--- config.mk ---
export PLATFORM = sky130hd
export DESIGN_NAME = mem_wb_reg
export DESIGN_NICKNAME = d
export VERILOG_FILES = /design/src/rtl/mem_wb_reg.sv
export SDC_FILE = /design/constraint.sdc
export NUM_CORES = 1
export LEC_CHECK = 0
export BUFFER_PORTS_ARGS = -buffer_cell sky130_fd_sc_hd__buf_2
export CORE_MARGIN = 8
export CORE_UTILIZATION = 45
export DETAILED_ROUTE_END_ITERATION = 16
export PLACE_DENSITY = 0.8
export SLEW_MARGIN = 10
export SYNTH_ARGS = -nofsm -noshare
export SYNTH_HDL_FRONTEND = slang
export SYNTH_SLANG_ARGS = --single-unit
--- constraint.sdc ---
create_clock -name clk -period 2.7 [get_ports clk]
set_input_delay 0.135 -clock clk [delete_from_list [all_inputs] [get_ports clk]]
set_output_delay 0.135 -clock clk [all_outputs]
set_load 0.01 [all_outputs]
--- src/rtl/mem_wb_reg.sv ---
// MEM/WB pipeline register with register-file write-through for the ID stage.
// Optional retired-instruction counter enabled by defining MEM_WB_RETIRE_CNT_EN.
module mem_wb_reg #(
    parameter int unsigned DW = 32,
    parameter int unsigned AW = 5
) (
    input  logic          clk,
    input  logic          rst,
    input  logic          stall_inMEMWB,
    input  logic          flush_inMEMWB,
    input  logic          valid_inJAL,
    input  logic [DW-1:0] DataAddr_inJAL,
    input  logic [AW-1:0] rd_Or_rt_inJAL,
    input  logic [DW-1:0] MemData_inMEM,
    input  logic          MemtoReg_inMEM,
    input  logic          RegWrite_inMEM,
    input  logic [AW-1:0] rs_inID,
    input  logic [AW-1:0] rt_inID,
    input  logic [DW-1:0] rfA_inID,
    input  logic [DW-1:0] rfB_inID,
`ifdef MEM_WB_RETIRE_CNT_EN
    input  logic          retire_clr,
    output logic [31:0]   retire_cnt,
`endif
    output logic [DW-1:0] WbData,
    output logic [AW-1:0] WbReg,
    output logic          WbEn,
    output logic [DW-1:0] A_outID,
    output logic [DW-1:0] B_outID,
    output logic          valid_outMEMWB
);

    logic          valid_q, valid_d;
    logic          regwrite_q, regwrite_d;
    logic          memtoreg_q, memtoreg_d;
    logic [DW-1:0] dataaddr_q, dataaddr_d;
    logic [DW-1:0] memdata_q, memdata_d;
    logic [AW-1:0] rd_q, rd_d;

    // Priority: flush > stall > load.
    always_comb begin
        valid_d    = valid_q;
        regwrite_d = regwrite_q;
        memtoreg_d = memtoreg_q;
        dataaddr_d = dataaddr_q;
        memdata_d  = memdata_q;
        rd_d       = rd_q;
        if (flush_inMEMWB) begin
            valid_d    = 1'b0;
            regwrite_d = 1'b0;
            memtoreg_d = 1'b0;
            dataaddr_d = '0;
            memdata_d  = '0;
            rd_d       = '0;
        end else if (!stall_inMEMWB) begin
            valid_d    = valid_inJAL;
            regwrite_d = RegWrite_inMEM & valid_inJAL;
            memtoreg_d = MemtoReg_inMEM;
            dataaddr_d = DataAddr_inJAL;
            memdata_d  = MemData_inMEM;
            rd_d       = rd_Or_rt_inJAL;
        end
    end

    always_ff @(posedge clk or posedge rst) begin
        if (rst) begin
            valid_q    <= 1'b0;
            regwrite_q <= 1'b0;
            memtoreg_q <= 1'b0;
            dataaddr_q <= '0;
            memdata_q  <= '0;
            rd_q       <= '0;
        end else begin
            valid_q    <= valid_d;
            regwrite_q <= regwrite_d;
            memtoreg_q <= memtoreg_d;
            dataaddr_q <= dataaddr_d;
            memdata_q  <= memdata_d;
            rd_q       <= rd_d;
        end
    end

    always_comb begin
        WbData         = memtoreg_q ? memdata_q : dataaddr_q;
        WbReg          = rd_q;
        // $0 is never written, which also keeps index 0 out of the bypass.
        WbEn           = valid_q & regwrite_q & (rd_q != '0);
        valid_outMEMWB = valid_q;
        A_outID        = (WbEn && (rs_inID == rd_q)) ? WbData : rfA_inID;
        B_outID        = (WbEn && (rt_inID == rd_q)) ? WbData : rfB_inID;
    end

`ifdef MEM_WB_RETIRE_CNT_EN
    logic [31:0] retire_cnt_q;

    always_ff @(posedge clk or posedge rst) begin
        if (rst) begin
            retire_cnt_q <= '0;
        end else if (retire_clr) begin
            retire_cnt_q <= '0;
        end else if (valid_q && !stall_inMEMWB) begin
            retire_cnt_q <= retire_cnt_q + 32'd1;
        end
    end

    assign retire_cnt = retire_cnt_q;
`endif

endmodule

Word-level counts from Yosys, hierarchy flattened

Cells that the tools add are included.

Equality and inequality tests: 3
Bitwise operators: 3
Mux-type cells: 15
Reduce and logical (&&, ||, !) cells: 3

Operator list:

| operator                                              | number |
|---|---|
| 2-to-1 mux 32 bit                                     | 7 |
| == test 5 bit                                         | 2 |
| 2-to-1 mux 5 bit                                      | 2 |
| 2-to-1 mux 1 bit                                      | 6 |
| nonzero test 5 bit                                    | 1 |
| bitwise AND 1 bit                                     | 3 |
| logical AND 1 bit                                     | 2 |
| inequality test 2 x 1 -> 1 bit, second input constant | 1 |

Bits of input ports: 150
Logic and storage cells: 30
Output and inout bits: 103
Register bits after elaboration: 72

Depth between registers and ports, before layout

Gate-level depths: netlist (run 1).

Word-level depth: 4
Mapped depth: 5
Gate-level depth less buffers: 4

Least setup slack after synthesis (run 1)

OpenSTA, ideal clock, no wires.

Kind: register to output
From: register rd_q[1] (netlist: WbReg[1])
To: output A_outID[10]
Arrival: 1.820 ns
Path slack: 0.745 ns
Data required time: 2.565 ns
Stages on the path, launching flop included: 6
Path buffers: 1
Cell sequence: dfrtp_1 or4_4 o211ai_4 nor4_4 buf_6 mux2_4

Word-level cells in the longest chain between the ends: 4
Elaborated cells between the ends (all ways): 5

RTL lines:

| what                     | RTL line | source |
|---|---|---|
| start: declaration       | 38       | `logic [AW-1:0] rd_q, rd_d;` |
| start signal: assignment | 79       | `rd_q <= rd_d;` |
| nonzero test 5 bit       | 87       | `WbEn = valid_q & regwrite_q & (rd_q != '0);` |
| bitwise AND 1 bit        | 87       |  |
| logical AND 1 bit *      | 89       | `A_outID = (WbEn && (rs_inID == rd_q)) ? WbData : rfA_inID;` |
| 2-to-1 mux 32 bit *      | 89       |  |
| end: declaration         | 28       | `output logic [DW-1:0] A_outID,` |

Mark *: on every way between the ends. The rest lies on a longest branch, timed or not.

Final worst setup path (run 1)

From: register rd_q[1] (netlist: WbReg[1])
To: output A_outID[9]

Same word-level chain as after synthesis.

==> out/metrics.csv, run 1 <==
stage,metric,value,unit
synthesis,synth_cell_types,19,
clocking,cts.sinks,72,
global_routing,antenna_found_initial,0,
synthesis,synth_nets,507,
sta,tightest_slew,853,ps
synthesis,yosys-top-cells-area,"dfrtp_1, mux2_4, mux2i_1, mux2_2, nor2_1",
final_layout,final_common_cell,buf_2,
route,drt_iter0_drc,111,
global_routing,grt_max_degree,73,
final_layout,final_cell_mix,"buf_2, dfrtp_1, nor2_1",
worst_setup_path,path_class,reg -> out,
worst_setup_path,reg2reg_slack,1760,ps
worst_setup_path,critPathCaptureType,primary output,
route,vias,3685,
pwr,pwr-share-comb,23.8,%
clocking,hold_buffers,1,
clocking,ctsRootBufferMaster,clkbuf_8,
sta,grt_setup_unrepaired,no,
final_layout,antenna_cells,0,
placement,gp_congestion,0.806,
global_routing,met2_usage,35.5,%
run_status,outcome,finished clean,
route,dr.pass1.iters,4,
hold_path,hold_path_end,dataaddr_q[8],
floorplanning,die_w,115,um
route,wirelength,13.1,mm
clocking,cts_tree,built,
worst_setup_path,critical_path_required,2570,ps
worst_setup_path,crit_path_start,WbReg[1],
clocking,cts_buffers,9,
clocking,cts_buffer_depth,2,
floorplanning,start_util,45.9,%
pwr,ir_worst_vdd,0.000215,V
pwr,p_leak,0.00335,uW
clocking,cts_setup_buffers,0,
global_routing,grt_pass1_wl,20.4,mm
placement,io_buffer_count,252,
route,post_drt_wl_per_cell,17.7,um
run,maxCapViolCount,0,
global_routing,track_usage,19.2,%
sta,period_needed,2570,ps
floorplanning,dieArea,13300,sq um
pwr,p_switching,701,uW
placement,dpl.hpwl,10.5,mm
floorplanning,die_h,115,um
hold_path,hold_start,DataAddr_inJAL[8],
route,drc,0,
sta,hold_violations,0,
synthesis,syn_inst,357,
synthesis,netlist_area,4420,sq um
global_routing,met1_usage,20.2,%
pwr,p_total,2530,uW
synthesis,postSynthAreaPerCell,12.4,sq um
synthesis,seq_area_frac_synth,40.7,%
global_routing,first_global_vias,4103,
synthesis,post-synth-top-area-fraction,40.7,%
route,via_per_inst,4.97,
sta,maxSlewHeadroom,43.1,%
pwr,power_frac_seq,46.5,%
pwr,swShare,27.7,%
clocking,path_clk_slew,80,ps
sta,max_freq,389,MHz
sta,setup_viol,0,
hold_path,hold_depth,3,
sta,tns,0,ps
clocking,ctsResizeCount,0,
final_layout,area_delta_synth_final,35.1,%
global_routing,overflow,0,
route,drt.antenna.violating_nets,0,
hold_path,hold_path.class,in -> reg,
sta,min_period_over_period,95.2,%
synthesis,yosysTopAreaCell,dfrtp_1,
clocking,htree_levels,3,
final_layout,postLayoutCoreUtil,62.0,%
floorplanning,io_pins,253,
sta,drv_slew,0,
worst_setup_path,worstPathArrival,2440,ps
pwr,cellPowerDensity,423,nW/um^2
clocking,clk_latency,330,ps
pwr,power.internal,1830,uW
worst_setup_path,timing.rr.start,memtoreg_q,
worst_setup_path,start_kind,register,
final_layout,seq_area,1800,sq um
floorplanning,rows,36,
final_layout,drive_gt1_share,61.9,%
worst_setup_path,critical_path.max_fanout,20,
pwr,clkPwrFrac,29.7,%
worst_setup_path,r2r-end,memtoreg_q,
global_routing,top_usage_layer,met2,
floorplanning,coreArea,9640,sq um
synthesis,yosys_warnings,0,
final_layout,n_fill_cell,828,
final_layout,multi_input_area,2470,sq um
global_routing,grtUsageMet3,4.73,%
sta,finalClockSkew,0,ps
final_layout,final_nets,755,
worst_setup_path,r2r_cells,3,
synthesis,ys_ff_latch,72,
==> metrics by stage <==
stage          cells  setup slack [ps]  instance area [sq um]  hold slack (ps)
5_1_grt          742              40.2                   5980             26.6
2_1_floorplan    357               740                   4420              288
6_report         742               129                   5980             40.0
3_5_place_dp     726               484                   5800              369
3_3_place_gp     726               553                   5800              357
4_1_cts          742              97.3                   5980             18.4
==> area by class of cell <==
class / instances / area share, %
Tap cell: 133 / 2.78
Sequential cell: 72 / 30.1
Multi-Input combinational cell: 257 / 41.3
Inverter: 2 / 0.126
Timing Repair Buffer: 263 / 22.8
Clock inverter: 3 / 0.293
Clock buffer: 12 / 2.60
==> registers in the layout, indices dropped and copies added (netlist names) <==
register / flops
WbReg: 5
memdata_q: 32
regwrite_q: 1
memtoreg_q: 1
valid_outMEMWB: 1
dataaddr_q: 32
==> how the worst max path moves through the flow <==
stage / slack, ps / cells after the start / to
after CTS: 100 / 6 / A_outID[9]
after detailed placement: 480 / 6 / A_outID[13]
after global routing: 40 / 6 / A_outID[3]
after floorplan: 740 / 1 / WbReg[0]
after global placement: 550 / 6 / A_outID[20]
final: 130 / 6 / A_outID[9]
==> cells in the mapped netlist (all sizes together) <==
| cell | n |
|---|---|
| nand3 | 2 |
| a21oi | 1 |
| nor2 | 72 |
| or4 | 1 |
| mux2 | 96 |
| xnor2 | 6 |
| clkbuf | 13 |
| a22oi | 1 |
| mux2i | 70 |
| o211ai | 1 |
| dfrtp | 72 |
| nor2b | 1 |
| nor4 | 2 |
| buf | 13 |
| inv | 2 |
| xor2 | 4 |
==> worst max-delay path: stages (launching register included) <==
cell      delay (ps)
dfrtp_1          440
or4_4            570
o211ai_4         250
nor4_4            80
buf_4            260
mux2_4           340
buf_2            140
==> cells by family after synthesis <==
logic type	count (synthesis)	share of synthesized area (%)
xor+xnor	10	1.98
flops	72	40.7
mux	166	45.4
buf+inv	28	3.48
compound gates	3	0.764
simple gates	78	7.69
==> power groups by stage <==
stage	Combinational (uW)	Sequential, uW	Clock [uW]
2_1_floorplan	352	1190	0
3_5_place_dp	607	1200	0
4_1_cts	611	1180	786
6_report	602	1180	752
5_1_grt	654	1180	833
3_3_place_gp	590	1190	0
==> routing by layer <==
layer	wire, um	up-vias
met5	0	-
met4	303	0
met3	923	23
met2	7000	144
met1	4880	1777
li1	-	1741
Power figures use the tool's default switching activity.
==> inputs of run 2 (changes only) <==
MAX_ROUTING_LAYER = met4   (was default)
PLACE_DENSITY = 0.88   (was 0.8)
==> out/metrics.csv, run 2 (same netlist as run 1, synthesis figures left out) <==
stage,metric,value,unit,change
placement,io_buffer_count,252,,unchanged
floorplanning,io_pins,253,,unchanged
worst_setup_path,crit_family,simple AND/OR/NAND/NOR gates,,
clocking,cts_tree,built,,
placement,gp_congestion,0.848,,+5.2%
route,drc,0,,unchanged
route,vias,3709,,+0.65%
floorplanning,coreArea,9640,sq um,unchanged
route,post_drt_wl_per_cell,18.4,um,+3.9%
worst_setup_path,worstPathArrival,2430,ps,about the same
floorplanning,dieArea,13300,sq um,unchanged
floorplanning,die_h,115,um,unchanged
clocking,htree_levels,3,,unchanged
hold_path,hold_path_end,dataaddr_q[5],,
worst_setup_path,critical_path_buf_inv_count,2,,unchanged
floorplanning,rows,36,,unchanged
sta,finalClockSkew,0,ps,unchanged
clocking,cts_buffer_depth,2,,unchanged
sta,setup_viol,0,,unchanged
floorplanning,die_w,115,um,unchanged
clocking,clk_latency,330,ps,about the same
sta,grt_setup_unrepaired,no,,
final_layout,final_cell_mix,"buf_2, dfrtp_1, nor2_1",,
worst_setup_path,start_kind,register,,
worst_setup_path,critical_path_required,2570,ps,about the same
global_routing,met2_usage,36.9,%,+1.3 points
global_routing,overflow,0,,unchanged
pwr,cellPowerDensity,445,nW/um^2,+5.3%
sta,hold_violations,0,,unchanged
sta,min_period_over_period,94.9,%,-0.35 points
global_routing,met1_usage,21.9,%,+1.7 points
worst_setup_path,critPathCaptureType,primary output,,
route,drt_iter0_drc,120,,+8.1%
worst_setup_path,r2r-end,memtoreg_q,,
clocking,ctsResizeCount,0,,unchanged
placement,pre_cts_ws,478,ps,-6.01 ps
global_routing,grt_pass1_wl,21.0,mm,+2.9%
worst_setup_path,path_class,reg -> out,,
final_layout,antenna_cells,0,,unchanged
final_layout,area_delta_synth_final,35.9,%,
worst_setup_path,timing.rr.start,memtoreg_q,,
worst_setup_path,critical_path.max_fanout,18,,-10%
global_routing,first_global_vias,4190,,+2.1%
route,wirelength,13.6,mm,+3.8%
clocking,cts_buffers,9,,unchanged
sta,tns,0,ps,unchanged
global_routing,grtUsageMet3,4.57,%,-0.16 points
clocking,cts.sinks,72,,unchanged
final_layout,final_cell_area,6010,sq um,+0.59%
run_status,outcome,finished clean,,
global_routing,track_usage,20.6,%,+1.4 points
sta,fin_ws,139,ps,+9.57 ps
placement,dpl.hpwl,11.0,mm,+4.7%
global_routing,grt_max_degree,43,,-41%
route,dr.pass1.iters,4,,unchanged
worst_setup_path,path_cells,or4_4 -> o211ai_4 -> nor4_4 -> buf_4 -> mux2_4 -> buf_2,,
sta,drv_slew,0,,unchanged
floorplanning,start_util,45.9,%,unchanged
hold_path,hold_depth,3,,unchanged
final_layout,final_nets,754,,-0.13%
pwr,ir_worst_vdd,0.000266,V,+23%
worst_setup_path,slowest_delay,570,ps,about the same
worst_setup_path,reg2reg_slack,1760,ps,about the same
sta,max_freq,390,MHz,+0.37%
final_layout,drive_gt1_share,61.5,%,-0.39 points
clocking,ctsRootBufferMaster,clkbuf_8,,
pwr,p_leak,0.00335,uW,+0.25%
sta,tightest_slew,714,ps,-139 ps
sta,maxSlewHeadroom,52.3,%,+9.3 points
global_routing,top_usage_layer,met2,,
hold_path,hold_start,DataAddr_inJAL[5],,
final_layout,final_common_cell,buf_2,,
final_layout,n_fill_cell,808,,-2.4%
placement,place_area,5800,sq um,about the same
route,via_per_inst,5.01,,+0.79%
worst_setup_path,crit_slowest_cell,or4_4,,
hold_path,hold_path.class,in -> reg,,
worst_setup_path,r2r_cells,3,,unchanged
global_routing,antenna_found_initial,0,,unchanged
clocking,path_clk_slew,80,ps,about the same
final_layout,postLayoutCoreUtil,62.4,%,+0.36 points
sta,period_needed,2560,ps,-9.57 ps
route,drt.antenna.violating_nets,0,,unchanged
run,maxCapViolCount,0,,unchanged
run 2: tightest hold or removal path: cells and delay by family:
| family | cells | cell delay (ps) |
|---|---|---|
| buffers and inverters | 1 | 80 |
| and+or+nand+nor | 1 | 80 |
| muxes | 1 | 50 |
run 2: layout make-up:
class / instances / area (sq um) / share of cell area, %
clock buffer: 12 / 135 / 2.25
multi-input combinational: 257 / 2470 / 41.1
inverter: 2 / 7.51 / 0.125
tap: 133 / 166 / 2.77
clock inverter: 3 / 67.6 / 1.12
sequential: 72 / 1800 / 30.0
timing repair buffer: 262 / 1370 / 22.7
run 2: power by group:
part / switching [uW] / internal, uW
sequential: 38.3 / 1140
clock: 377 / 517
combinational: 292 / 315
run 2: routing by layer:
layer	vias to the layer above	part of all wire, %
met1	1797	39
met3	27	6.0
met5	-	0
met4	0	2.1
met2	155	53
li1	1730	-
run 2: metrics by stage:
stage               hold WS [ps]  power (uW)  instances
floorplan                    288        1540        357
global placement             272        1780        725
detailed placement           294        1810        725
CTS                         26.5        2710        741
global route                38.9        2810        741
finish                      46.8        2680        741
run 2: worst max path at each step:
stage	cells after the start	from	slack (ps)	to
after global placement	6	WbReg[1]	570	A_outID[13]
after detailed placement	6	WbReg[1]	480	A_outID[3]
after floorplan	1	rst	740	WbReg[0]
after global routing	6	WbReg[1]	70	A_outID[3]
final	6	WbReg[1]	140	A_outID[3]
after CTS	6	WbReg[1]	120	A_outID[3]
run 2: what timing repair did:
item                      in CTS  in global routing
buffers inserted               0                  0
hold endpoints to repair      31                  0
hold buffers                   1                  0
